$ cat src/rtl/conf_seq_ctrl.sv
`default_nettype none
// +--------------------------------------------------------------------------+
// | Module   : conf_seq_ctrl                                                  |
// | Purpose  : Streams kernel instruction words into N_RC configuration       |
// |            register files, then replays them by driving a shared PC      |
// |            with read/clock enables.                                      |
// | Options  : CONF_SEQ_PERF_EN builds the saturating exec cycle counter;     |
// |            when undefined perf_cycles_o is tied to 0.                    |
// | Revision : 1.0 - initial release                                         |
// +--------------------------------------------------------------------------+
module conf_seq_ctrl #(
  parameter int N_RC    = 4,
  parameter int N_CREG  = 32,
  parameter int INSTR_W = 32,
  parameter int LOOP_W  = 16,
  localparam int PC_W   = $clog2(N_CREG)
) (
  input  logic               clk_i,
  input  logic               rst_i,
  input  logic               cmd_load_i,
  input  logic               cmd_exec_i,
  input  logic               abort_i,
  input  logic [PC_W-1:0]    last_pc_i,
  input  logic [LOOP_W-1:0]  loop_cnt_i,
  input  logic               instr_valid_i,
  input  logic [INSTR_W-1:0] instr_i,
  output logic               instr_ready_o,
  output logic [INSTR_W-1:0] conf_instr_o,
  output logic [N_RC-1:0]    conf_we_o,
  output logic               conf_re_o,
  output logic               conf_ce_o,
  output logic [PC_W-1:0]    global_pc_o,
  output logic               busy_o,
  output logic               done_o,
  output logic [31:0]        perf_cycles_o
);

  localparam int RC_W = (N_RC > 1) ? $clog2(N_RC) : 1;

  typedef enum logic [2:0] {
    S_IDLE  = 3'd0,
    S_LOAD  = 3'd1,
    S_EXEC  = 3'd2,
    S_DRAIN = 3'd3,
    S_DONE  = 3'd4
  } state_t;

  state_t            state_q, state_d;
  logic [PC_W-1:0]   pc_q, pc_d;
  logic [RC_W-1:0]   rc_idx_q, rc_idx_d;
  logic [LOOP_W-1:0] iter_q, iter_d;
  logic [PC_W-1:0]   last_pc_q, last_pc_d;
  // Final iteration index, i.e. max(loop_cnt,1)-1, so the wrap test is a plain compare.
  logic [LOOP_W-1:0] iter_last_q, iter_last_d;
  logic              beat;

  // State and counter registers; async reset returns to IDLE with all counters cleared.
  always_ff @(posedge clk_i or posedge rst_i) begin
    if (rst_i) begin
      state_q     <= S_IDLE;
      pc_q        <= '0;
      rc_idx_q    <= '0;
      iter_q      <= '0;
      last_pc_q   <= '0;
      iter_last_q <= '0;
    end else begin
      state_q     <= state_d;
      pc_q        <= pc_d;
      rc_idx_q    <= rc_idx_d;
      iter_q      <= iter_d;
      last_pc_q   <= last_pc_d;
      iter_last_q <= iter_last_d;
    end
  end

  // Next-state, counter update and all combinational outputs.
  always_comb begin
    state_d       = state_q;
    pc_d          = pc_q;
    rc_idx_d      = rc_idx_q;
    iter_d        = iter_q;
    last_pc_d     = last_pc_q;
    iter_last_d   = iter_last_q;
    instr_ready_o = 1'b0;
    conf_instr_o  = '0;
    conf_we_o     = '0;
    conf_re_o     = 1'b0;
    conf_ce_o     = 1'b0;
    global_pc_o   = '0;
    busy_o        = (state_q != S_IDLE);
    done_o        = 1'b0;
    beat          = 1'b0;

    case (state_q)
      S_IDLE: begin
        if (cmd_load_i) begin
          state_d   = S_LOAD;
          pc_d      = '0;
          rc_idx_d  = '0;
          last_pc_d = last_pc_i;
        end else if (cmd_exec_i) begin
          state_d     = S_EXEC;
          pc_d        = '0;
          rc_idx_d    = '0;
          iter_d      = '0;
          last_pc_d   = last_pc_i;
          iter_last_d = (loop_cnt_i == '0) ? '0 : loop_cnt_i - LOOP_W'(1);
        end
      end

      S_LOAD: begin
        // An abort in the same cycle must not let a beat through.
        instr_ready_o = ~abort_i;
        beat          = instr_valid_i & ~abort_i;
        global_pc_o   = pc_q;
        if (beat) begin
          conf_we_o    = N_RC'(1) << rc_idx_q;
          conf_ce_o    = 1'b1;
          conf_instr_o = instr_i;
          if (rc_idx_q == RC_W'(N_RC - 1)) begin
            rc_idx_d = '0;
            if (pc_q == last_pc_q) begin
              state_d = S_DONE;
              pc_d    = '0;
            end else begin
              pc_d = pc_q + PC_W'(1);
            end
          end else begin
            rc_idx_d = rc_idx_q + RC_W'(1);
          end
        end
      end

      S_EXEC: begin
        conf_re_o   = 1'b1;
        conf_ce_o   = 1'b1;
        global_pc_o = pc_q;
        if (pc_q == last_pc_q) begin
          pc_d = '0;
          if (iter_q == iter_last_q) begin
            state_d = S_DRAIN;
            iter_d  = '0;
          end else begin
            iter_d = iter_q + LOOP_W'(1);
          end
        end else begin
          pc_d = pc_q + PC_W'(1);
        end
      end

      // One extra clock-enabled cycle lets the files consume the last registered read.
      S_DRAIN: begin
        conf_ce_o = 1'b1;
        state_d   = S_DONE;
      end

      S_DONE: begin
        done_o  = 1'b1;
        state_d = S_IDLE;
      end

      default: begin
        state_d = S_IDLE;
      end
    endcase

    if (abort_i && (state_q != S_IDLE)) begin
      state_d  = S_IDLE;
      pc_d     = '0;
      rc_idx_d = '0;
      iter_d   = '0;
    end
  end

`ifdef CONF_SEQ_PERF_EN
  logic [31:0] perf_q, perf_d;

  // Saturating count of EXEC/DRAIN cycles, cleared on the IDLE->EXEC transition.
  always_comb begin
    perf_d = perf_q;
    if ((state_q == S_IDLE) && cmd_exec_i && !cmd_load_i) begin
      perf_d = '0;
    end else if (((state_q == S_EXEC) || (state_q == S_DRAIN)) && (perf_q != '1)) begin
      perf_d = perf_q + 32'd1;
    end
  end

  // Performance counter register.
  always_ff @(posedge clk_i or posedge rst_i) begin
    if (rst_i) begin
      perf_q <= '0;
    end else begin
      perf_q <= perf_d;
    end
  end

  assign perf_cycles_o = perf_q;
`else
  assign perf_cycles_o = 32'd0;
`endif

endmodule
`default_nettype wire

$ cat config.mk
export PLATFORM = sky130hd
export DESIGN_NAME = conf_seq_ctrl
export DESIGN_NICKNAME = d
export VERILOG_FILES = /design/src/rtl/conf_seq_ctrl.sv
export SDC_FILE = /design/constraint.sdc
export NUM_CORES = 1
export LEC_CHECK = 0
export ABC_AREA = 1
export BUFFER_PORTS_ARGS = -buffer_cell sky130_fd_sc_hd__buf_2
export CAP_MARGIN = 20
export CORE_MARGIN = 4
export CORE_UTILIZATION = 45
export CTS_BUF_LIST = sky130_fd_sc_hd__clkbuf_16
export CTS_CLUSTER_DIAMETER = 120
export DETAILED_ROUTE_END_ITERATION = 10
export GPL_TIMING_DRIVEN = 0
export PLACE_DENSITY = 0.76
export SLEW_MARGIN = 20
export SYNTH_ARGS = -nofsm -noshare
export SYNTH_HDL_FRONTEND = slang
export SYNTH_SLANG_ARGS = --single-unit
$ cat constraint.sdc
create_clock -name clk_i -period 1.3 [get_ports clk_i]
set_input_delay 0.26 -clock clk_i [delete_from_list [all_inputs] [get_ports clk_i]]
set_output_delay 0.26 -clock clk_i [all_outputs]
set_load 0.01 [all_outputs]
* Word-level counts from Yosys, hierarchy flattened
Index checks and enable logic that the tools add are counted.
** Cells by class
- $add $sub $neg :: 4
- Equal/unequal tests :: 15
- Shift-type cells :: 1
- Multiplexer cells :: 41
- Bitwise gates (word level) :: 3
- Reductions and logical operators :: 16
** Operator list (count)
- $mux 16 :: 6
- $mux 32 :: 2
- $mux 5 :: 9
- $pmux 16 s2 :: 1
- $mux 3 :: 8
- $ne 3x3->1 const B :: 7
- $add 16x1->16 const B :: 1
- $eq 16x16->1 :: 1
- $logic_not 16->1 :: 1
- $sub 16x1->16 const B :: 1
- $pmux 5 s3 :: 1
- $pmux 3 s4 :: 1
- $mux 2 :: 5
- $reduce_bool 3->1 :: 3
- $mux 4 :: 2
- $reduce_and 4->1 :: 2
- $eq 3x2->1 const B :: 2
- $reduce_and 3->1 :: 2
- $reduce_and 6->1 :: 1
- $add 5x1->5 const B :: 1
- $eq 5x5->1 :: 1
- $mux 1 :: 4
- $ne 4x4->1 const B :: 1
- $pmux 2 s2 :: 1
- other kinds (14) :: 16
** Word-level totals
- Register bits :: 47
- Input bits :: 59
- Word-level logic and storage cells :: 86

* Depth between registers and ports, before layout
Gate-level depths: netlist of the first run.
- Word-level depth :: 6
- Depth in mapped cells :: 11

* Worst setup path before layout of the first run
No wires, ideal clock.
- Path kind :: register -> output
- From :: reg state_q[1]
- To :: out conf_instr_o[23]
- Arrival :: 1.230 ns
- Path slack :: -0.190 ns
- Stages on the path, launching flop included :: 6
- Buffers on the path :: 2
- Path through :: dfrtp_1 nor2_4 nand4_1 clkbuf_1 buf_2 nor2_1
** On the way
- Word-level cells in the longest chain between the ends :: 2
** Ends and longest elaborated chain
- start: declaration :: line 48 : state_t state_q, state_d;
- start signal: assignment :: line 67 : state_q <= state_d;
- $eq 3x1->1 :: line 94 : case (state_q)
- $mux 32 :: line 94
- end: declaration :: line 28 : output logic [INSTR_W-1:0] conf_instr_o,
No other way between the ends.

* Worst setup path in the final report of the first run
- From :: reg state_q[1]
- To :: out conf_we_o[3]
** On the way
- Word-level cells in the longest chain between the ends :: 2
** Ends and longest elaborated chain
- $eq 3x1->1 :: line 94
- $mux 4 :: line 94
- end: declaration :: line 29 : output logic [N_RC-1:0] conf_we_o,
No other way between the ends.

==> results of run 1 <==
## sequential cells by signal, summed over array words and instances (netlist names)
register / flops
last_pc_q: 5
iter_q: 16
rc_idx_q: 2
pc_q: 5
state_q: 3
iter_last_q: 16
## power breakdown
group,switching [mW],leakage (nW),total (mW),internal [mW]
logic,2.55,2.42,4.63,2.09
clock network,0.522,0.0811,1.41,0.890
registers,0.263,0.608,2.14,1.88
## what timing repair did
action / in CTS / in global routing
gates resized for setup: 45 / 35
pin swaps: 5 / 7
buffers inserted: 14 / 13
cloned: 4 / 1
setup endpoints to repair: 90 / 90
## cell families after synthesis
kind of cell | synth area share
flops | 0.3080
xor+xnor | 0.02523
compound gates | 0.05079
buf+inv | 0.1982
other cells | 0.0009820
simple gates | 0.3847
mux | 0.005897
fa+ha+maj | 0.02621
## worst max-delay path by stage
stage               start               end  slack [ns]  cells after the start
4_1_cts        state_q[1]  conf_instr_o[28]       -0.50                      6
5_1_grt        state_q[1]      conf_we_o[1]       -0.63                      6
6_report       state_q[1]      conf_we_o[3]       -0.53                      6
3_3_place_gp   iter_q[12]        iter_q[15]       -0.38                     11
2_1_floorplan  state_q[1]  conf_instr_o[10]       -0.14                      5
3_5_place_dp   state_q[1]  conf_instr_o[28]       -0.39                      6
## per-layer routing
| layer | GRT usage | share of wire |
|---|---|---|
| met1 | 0.2273 | 0.38 |
| met2 | 0.3976 | 0.52 |
| met3 | 0.03892 | 0.075 |
| met5 | 0 | 0 |
| met4 | 0.07876 | 0.026 |
## per-stage QoR
stage | util | area (sq um) | total power, mW
3_5_place_dp | 0.5800 | 4766 | 5.543
5_1_grt | 0.6770 | 5563 | 8.723
3_3_place_gp | 0.5800 | 4766 | 5.448
2_1_floorplan | - | 4114 | 4.726
6_report | 0.6770 | 5563 | 8.183
4_1_cts | 0.6415 | 5271 | 7.571
## layout make-up
| class | count | area (sq um) | area share |
|---|---|---|---|
| clock buffer | 5 | 125.1 | 0.02249 |
| multi-input combinational | 421 | 2293 | 0.4123 |
| inverter | 116 | 456.7 | 0.08210 |
| tap | 105 | 131.4 | 0.02362 |
| buffer | 43 | 380.4 | 0.06838 |
| clock inverter | 2 | 33.78 | 0.006073 |
| sequential | 47 | 1180 | 0.2121 |
| timing repair buffer | 137 | 962.2 | 0.1730 |
## synthesized netlist by cell type, types with 5 or more instances
library cell	number	share of area
ha_1	8	0.026
inv_2	7	0.0069
buf_2	5	0.0066
o22ai_1	13	0.021
o21ai_0	9	0.012
nand4_1	16	0.026
nor2_1	108	0.11
nand3b_1	5	0.0098
nand3_1	27	0.035
a21oi_1	5	0.0066
xor2_1	7	0.016
buf_4	33	0.065
nor2_2	6	0.0098
nor3_1	6	0.0079
nand2_1	150	0.15
inv_1	109	0.11
dfrtp_1	47	0.31
## critical path: stages, from the launching register on
cell     delay, ns
dfrtp_2       0.42
nor2_4        0.11
nand4_1       0.14
buf_8         0.19
buf_4         0.16
nor2_1        0.11
buf_2         0.15
==> reports/summary.txt, run 1 <==
Status - finished with violations
Failing checks - negative setup slack
Effective utilization at floorplan - 0.4647
Worst IR Drop VDD - 0.7038 mV
Critical path arrival - 1.57 ns
Synth Instances - 596
Height of the chip - 100.1 um
Most frequent cells in the layout - nand2_1, inv_1, buf_2, nor2_1, buf_4
Relative slew slack - 0.6103
Ys Warns - 0
Placed cells - 836
Minimum clock period - 1.826 ns
Routed Antenna Nets - 0
Post-synthesis cell type count - 34
First-pass detailed-route iteration total - 4
Port Buffers - 104
Starting DRT DRC Count - 220
Clock Sinks - 47
Critical Path RT - 1.04 ns
Reg2Reg Setup Slack - -0.39 ns
Syn avg cell area - 6.407 sq um
Fraction of layout cells with a size suffix above 1 - 0.3632
EDFF count, synth - 0
Die X - 100.1 um
Fill cell count - 682
Clk pin slew, worst setup/hold paths - 0.06 ns
# diodes - 0
Vias per cell - 4.735
DRC - 0
Hold Vio Cnt, Final - 0
Max Freq - 547.6 MHz
Period utilization - 1.405
Yosys reg bits - 47
Clock Path Buffers - 2
H-tree levels - 2
Drt total wl - 11220 um
Power per cell area - 1471 nW/um^2
Setup violations, final - 90
Hold_ws - 0.03131 ns
Ports - 137
Final #Nets - 838
Post-route setup slack - -0.5262 ns
Initial antenna violation count - 0
MaxCap Viol Count - 0
Post-Syn Area - 3819 sq um
CP Capture Type - primary output
Global route total overflow - 0
Max-slew violations - 0
RSZ-0062 raised after global routing - yes
Synth Flop Type - dfrtp_1
CP Max Fanout - 6
WS Path Type - reg -> out
Rows - 33
Worst slew pin tran - 0.5834 ns
Capturing point of the worst reg2reg path - iter_q[9]
Via count - 4148
Clk root buf - clkbuf_16
TritonCTS Buffers - 5
Core area - 8217 sq um
Synth-to-Final Area Change - 45.68%
GRT Overall Usage - 0.2091
Clk_skew - 0.01220 ns
TritonCTS clock tree - yes
Die footprint - 10020 sq um
Post-DP HPWL - 8393 um
Pin count of the biggest net entering global routing - 48
Post-synthesis sequential area ratio - 0.3080
Post-route setup TNS - -32.81 ns
Lkg Pwr - 3.112 nW
Dpl ws - -0.3890 ns
Async S/R FF share, synth - 1.000
Skew-Pair Late Insertion Delay - 0.29 ns
DR WL/cell - 12.80 um
First-pass GRT wire length - 17090 um
Most common cell after layout, fill and taps aside - nand2_1
GPL Wtd Cong - 0.9298
Post-CTS Hold Buffers - 0
Vias in the first global route - 3807
Reg2reg start - state_q[1]
R2R cell count - 11
HP Class - in -> async
Startpoint Class - flop
Post-Layout Cell Count - 876
(Power assumes the default switching activity.)
==> inputs of run 2 (changes only) <==
ABC_CLOCK_PERIOD_IN_PS = 1300   (was default)
CORE_UTILIZATION = 46   (was 45)
PLACE_DENSITY = 0.78   (was 0.76)
==> run 2 against run 1 <==
  * The run ends with negative hold slack, negative setup slack left
  * Sequential share of layout area barely moved
  * Worst hold slack worse by 0.037 ns
  * Routed wire length is 3.4% higher
  * Register-to-register slack got worse by 0.06 ns
  * Clock power decreased by 15%
  * Critical path type unchanged
==> reports/summary.txt, run 2 (synthesized netlist as in run 1, its figures left out) <==
Ports - 137
P_int - 4.623 mW
Critical path arrival - 1.57 ns
GPL Wtd Cong - 0.9546
Via count - 4222
Initial antenna violation count - 2
WP buf/inv - 3
MaxCap Viol Count - 0
Failing checks - negative hold slack, negative setup slack
TritonCTS Buffers - 5
Hold_ws - -0.005437 ns
Clk_skew - 0.003094 ns
Status - finished with violations
Largest regs - iter_last_q (16), iter_q (16)
Die footprint - 9823 sq um
DR WL/cell - 13.19 um
Pwr Total - 8.044 mW
Critical-path cell list - nor2_4 > nand4_1 > clkbuf_8 > buf_12 > nor2_2 > buf_2
CP Max Fanout - 10
Skew-Pair Late Insertion Delay - 0.28 ns
Power per cell area - 1447 nW/um^2
Effective utilization at floorplan - 0.4841
Reg2reg start - state_q[2]
DRC - 0
Critical Path RT - 1.04 ns
Most frequent cells in the layout - nand2_1, inv_1, buf_2, nor2_1, buf_4
Placed instance area - 4762 sq um
Post-CTS Hold Buffers - 0
Capturing point of the worst reg2reg path - iter_q[11]
RSZ-0062 raised after global routing - yes
First-pass detailed-route iteration total - 5
Multi-input logic area - 2320 sq um
R2R cell count - 10
Clock Power Share - 0.150
Die X - 99.11 um
HP Class - in -> async
CP peak stage delay - 0.43 ns
Max Freq - 547.2 MHz
Global route total overflow - 0
Clock Path Buffers - 2
Cell area after layout - 5559 sq um
Switching Fraction - 0.4252
Post-route setup TNS - -35.77 ns
Fill cell count - 598
WS Path Type - reg -> out
H-tree levels - 2
Fraction of layout cells with a size suffix above 1 - 0.3742
Storage cell area - 1179 sq um
Vias in the first global route - 4002
Max-slew violations - 0
Post-DP HPWL - 8400 um
Drt total wl - 11590 um
Most common cell after layout, fill and taps aside - nand2_1
Clock Sinks - 47
Rows - 32
Dpl ws - -0.3643 ns
Core Util, Final - 0.7048
Synth-to-Final Area Change - 45.58%
Flop pwr share - 0.268
Setup violations, final - 92
Worst IR Drop VDD - 0.8276 mV
Psw - 3.420 mW
Clk pin slew, worst setup/hold paths - 0.06 ns
TritonCTS clock tree - yes
Height of the chip - 99.11 um
GRT Overall Usage - 0.2277
Hold Vio Cnt, Final - 6
Slowest-stage cell, CP - dfrtp_1
Post-Layout Cell Count - 879
Core area - 7888 sq um
Vias per cell - 4.803
Lkg Pwr - 3.103 nW
Post-route setup slack - -0.5276 ns
First-pass GRT wire length - 18360 um
CP Capture Type - primary output
Startpoint Class - flop
Routed Antenna Nets - 0
Gate power share - 0.582
Pin count of the biggest net entering global routing - 48
Final #Nets - 841
Starting DRT DRC Count - 230
Minimum clock period - 1.828 ns
Clk root buf - clkbuf_16
Crit path max-delay family - buffers and inverters
Placed cells - 833
Period utilization - 1.406
Port Buffers - 104
Reg2Reg Setup Slack - -0.45 ns
[run 2: cell count changes in the layout (fill, tap and decap cells not counted), sizes merged]
cell	change
clkinv	+1
bufinv	-1
inv	+1
diode	+2
buf	+3
[run 2: power groups by stage]
stage	combinational [mW]	sequential, mW	clock (mW)
after global routing	5.11	2.21	1.30
final	4.68	2.16	1.20
after global placement	3.29	2.16	0
after detailed placement	3.38	2.18	0
after floorplan	2.61	2.11	0
after CTS	4.36	2.14	1.23
[run 2: worst max-delay path by stage]
| stage | startpoint | to | slack, ns | cells after the start |
|---|---|---|---|---|
| 2_1_floorplan | state_q[1] | conf_instr_o[10] | -0.14 | 5 |
| 3_3_place_gp | iter_q[12] | iter_q[15] | -0.38 | 11 |
| 3_5_place_dp | iter_q[12] | iter_q[15] | -0.36 | 11 |
| 4_1_cts | state_q[1] | conf_instr_o[27] | -0.45 | 6 |
| 5_1_grt | state_q[2] | conf_instr_o[8] | -0.58 | 6 |
| 6_report | state_q[2] | conf_instr_o[8] | -0.53 | 6 |
[run 2: repair_timing]
action | in CTS | in global routing
endpoints found under the setup margin | 90 | 92
cloned | 4 | 0
endpoints found under the hold margin | 0 | 0
resized for setup | 68 | 23
pin swaps | 8 | 2
setup buffers | 25 | 6
[run 2: per-layer routing]
metal | vias to the layer above | GRT usage | share of wire
met1 | 1886 | 0.2518 | 0.37
met2 | 197 | 0.4163 | 0.52
met5 | - | 0 | 0
li1 | 2110 | - | -
met3 | 29 | 0.03857 | 0.076
met4 | 0 | 0.1166 | 0.038
[run 2: area by class of cell]
cell class,instances,area share
multi-input cells,421,0.4173
flip-flops and latches,47,0.2120
repair buffers,140,0.1704
well taps,102,0.02296
diodes,2,0.0009003
clock inverters,3,0.002251
plain buffers,43,0.06910
inverters,116,0.08260
clock buffers,5,0.02251
==> inputs of run 3 (changes only) <==
ABC_CLOCK_PERIOD_IN_PS = 1500   (was 1300)
CORE_UTILIZATION = 45   (was 46)
PLACE_DENSITY = 0.76   (was 0.78)
clock period = 1.5 ns   (was 1.3 ns; I/O delays follow)
==> run 3 against run 2 <==
  * The flow finishes with violations (negative setup slack)
  * Global-route usage shrank 1.3 points
  * First-iteration DRC count is the same
  * Sequential share of layout area grew 0.18 points
  * Clock power is 11% lower
  * Register-to-register slack improved by 0.23 ns
  * Clock skew is 0.0034 ns higher
==> reports/summary.txt, run 3 (synthesized netlist as in run 1, its figures left out) <==
Ports - 137
Worst path depth - 6
Placed cells - 837
DR WL/cell - 12.95 um
MaxCap Viol Count - 0
Starting DRT DRC Count - 230
HP Class - in -> async
Rows - 33
Reg2Reg Setup Slack - -0.22 ns
Post-DP HPWL - 8375 um
TritonCTS clock tree - yes
DRC - 0
Power per cell area - 1268 nW/um^2
Pwr Total - 6.995 mW
GPL Wtd Cong - 0.9402
First-pass detailed-route iteration total - 5
Vias in the first global route - 4021
First-pass GRT wire length - 17450 um
Status - finished with violations
Skew-Pair Late Insertion Delay - 0.29 ns
Period utilization - 1.233
Clk_skew - 0.006509 ns
WS Path Type - reg -> out
Setup violations, final - 87
Post-route setup slack - -0.3497 ns
Critical Path RT - 1.20 ns
Fraction of layout cells with a size suffix above 1 - 0.3577
Failing checks - negative setup slack
R2R cell count - 12
Pin count of the biggest net entering global routing - 25
CP Capture Type - primary output
Crit path max-delay family - buffers and inverters
Slowest-stage cell, CP - dfrtp_2
Lkg Pwr - 3.076 nW
CP Launch Point - state_q[1]
Critical path arrival - 1.55 ns
Die X - 100.1 um
Post-Layout Cell Count - 872
Most common cell after layout, fill and taps aside - nand2_1
Worst IR Drop VDD - 0.5289 mV
Worst slew pin tran - 0.5754 ns
Post-route setup TNS - -17.57 ns
Hold_ws - 0.06865 ns
Final #Nets - 832
Synth-to-Final Area Change - 44.50%
Minimum clock period - 1.850 ns
Max-slew violations - 0
Capturing point of the worst reg2reg path - iter_q[10]
Core area - 8217 sq um
RSZ-0062 raised after global routing - yes
Most frequent cells in the layout - nand2_1, inv_1, buf_2, nor2_1, buf_4
Height of the chip - 100.1 um
Initial antenna violation count - 1
Port Buffers - 104
Reg2reg start - state_q[1]
Hold Vio Cnt, Final - 0
H-tree levels - 2
Startpoint Class - flop
Global route total overflow - 0
Clk pin slew, worst setup/hold paths - 0.06 ns
Clk root buf - clkbuf_16
Fill cell count - 687
Via count - 4168
GRT Overall Usage - 0.2144
CP Capture Point - conf_instr_o[12]
WP buf/inv - 3
Clock Path Buffers - 2
Routed Antenna Nets - 0
Effective utilization at floorplan - 0.4647
Max Freq - 540.6 MHz
Post-CTS Hold Buffers - 0
TritonCTS Buffers - 5
Relative slew slack - 0.6158
CP Max Fanout - 10
Largest regs - iter_last_q (16), iter_q (16)
Critical-path cell list - nor2_4 > nand4_1 > clkbuf_8 > buf_6 > nor2_1 > buf_2
Drt total wl - 11300 um
Clock Sinks - 47
Vias per cell - 4.780
Die footprint - 10020 sq um
CP peak stage delay - 0.42 ns
==> run 3: worst register-to-register path: cells and delay by family, from the launching register on <==
family	cells	cell delay, ns
flops	1	0.42
buf+inv	3	0.38
simple gates	9	0.83
==> run 3: where the power goes <==
group	internal (mW)	switching [mW]
clock network	0.606	0.462
logic	1.80	2.26
registers	1.63	0.242
==> run 3: metrics by stage <==
stage	utilization	setup slack [ns]	cell area (sq um)
final	0.6715	-0.3497	5518
after global routing	0.6715	-0.4100	5518
after CTS	0.6248	-0.3010	5134
after detailed placement	0.5616	-0.3396	4614
after global placement	0.5582	-0.5108	4587
after floorplan	-	-0.02991	3935
==> run 3: worst min-delay path by stage <==
stage | start | end | slack [ns]
after CTS | rst_i | last_pc_q[1] | 0.09
after detailed placement | rst_i | last_pc_q[1] | 0.39
final | rst_i | pc_q[1] | 0.07
after global placement | iter_last_q[15] | iter_last_q[15] | 0.51
after floorplan | loop_cnt_i[0] | iter_last_q[0] | 0.40
after global routing | rst_i | pc_q[1] | 0.12
==> run 3: metal layers <==
| layer | vias to the layer above | part of all wire | global-route usage |
|---|---|---|---|
| met2 | 156 | 0.53 | 0.4108 |
| li1 | 2086 | - | - |
| met3 | 28 | 0.077 | 0.04170 |
| met4 | 0 | 0.027 | 0.09326 |
| met5 | - | 0 | 0 |
| met1 | 1898 | 0.37 | 0.2239 |
==> run 3: cell type report <==
cell class | instances | area [sq um] | area share
Clock buffer | 5 | 125.1 | 0.02268
Buffer | 43 | 384.1 | 0.06961
Clock inverter | 3 | 15.01 | 0.002721
Tap cell | 105 | 131.4 | 0.02381
Timing Repair Buffer | 131 | 893.4 | 0.1619
Inverter | 116 | 465.4 | 0.08435
Antenna cell | 1 | 2.502 | 0.0004535
Sequential cell | 47 | 1180 | 0.2138
Multi-Input combinational cell | 421 | 2321 | 0.4206
==> run 3: repair_timing <==
action                                  4_1_cts  5_1_grt
endpoints found under the setup margin       83       88
gates resized for setup                      64       78
hold endpoints to repair                      0        0
gates cloned                                  3        0
pin swaps                                     2        4
buffers inserted                             16        7
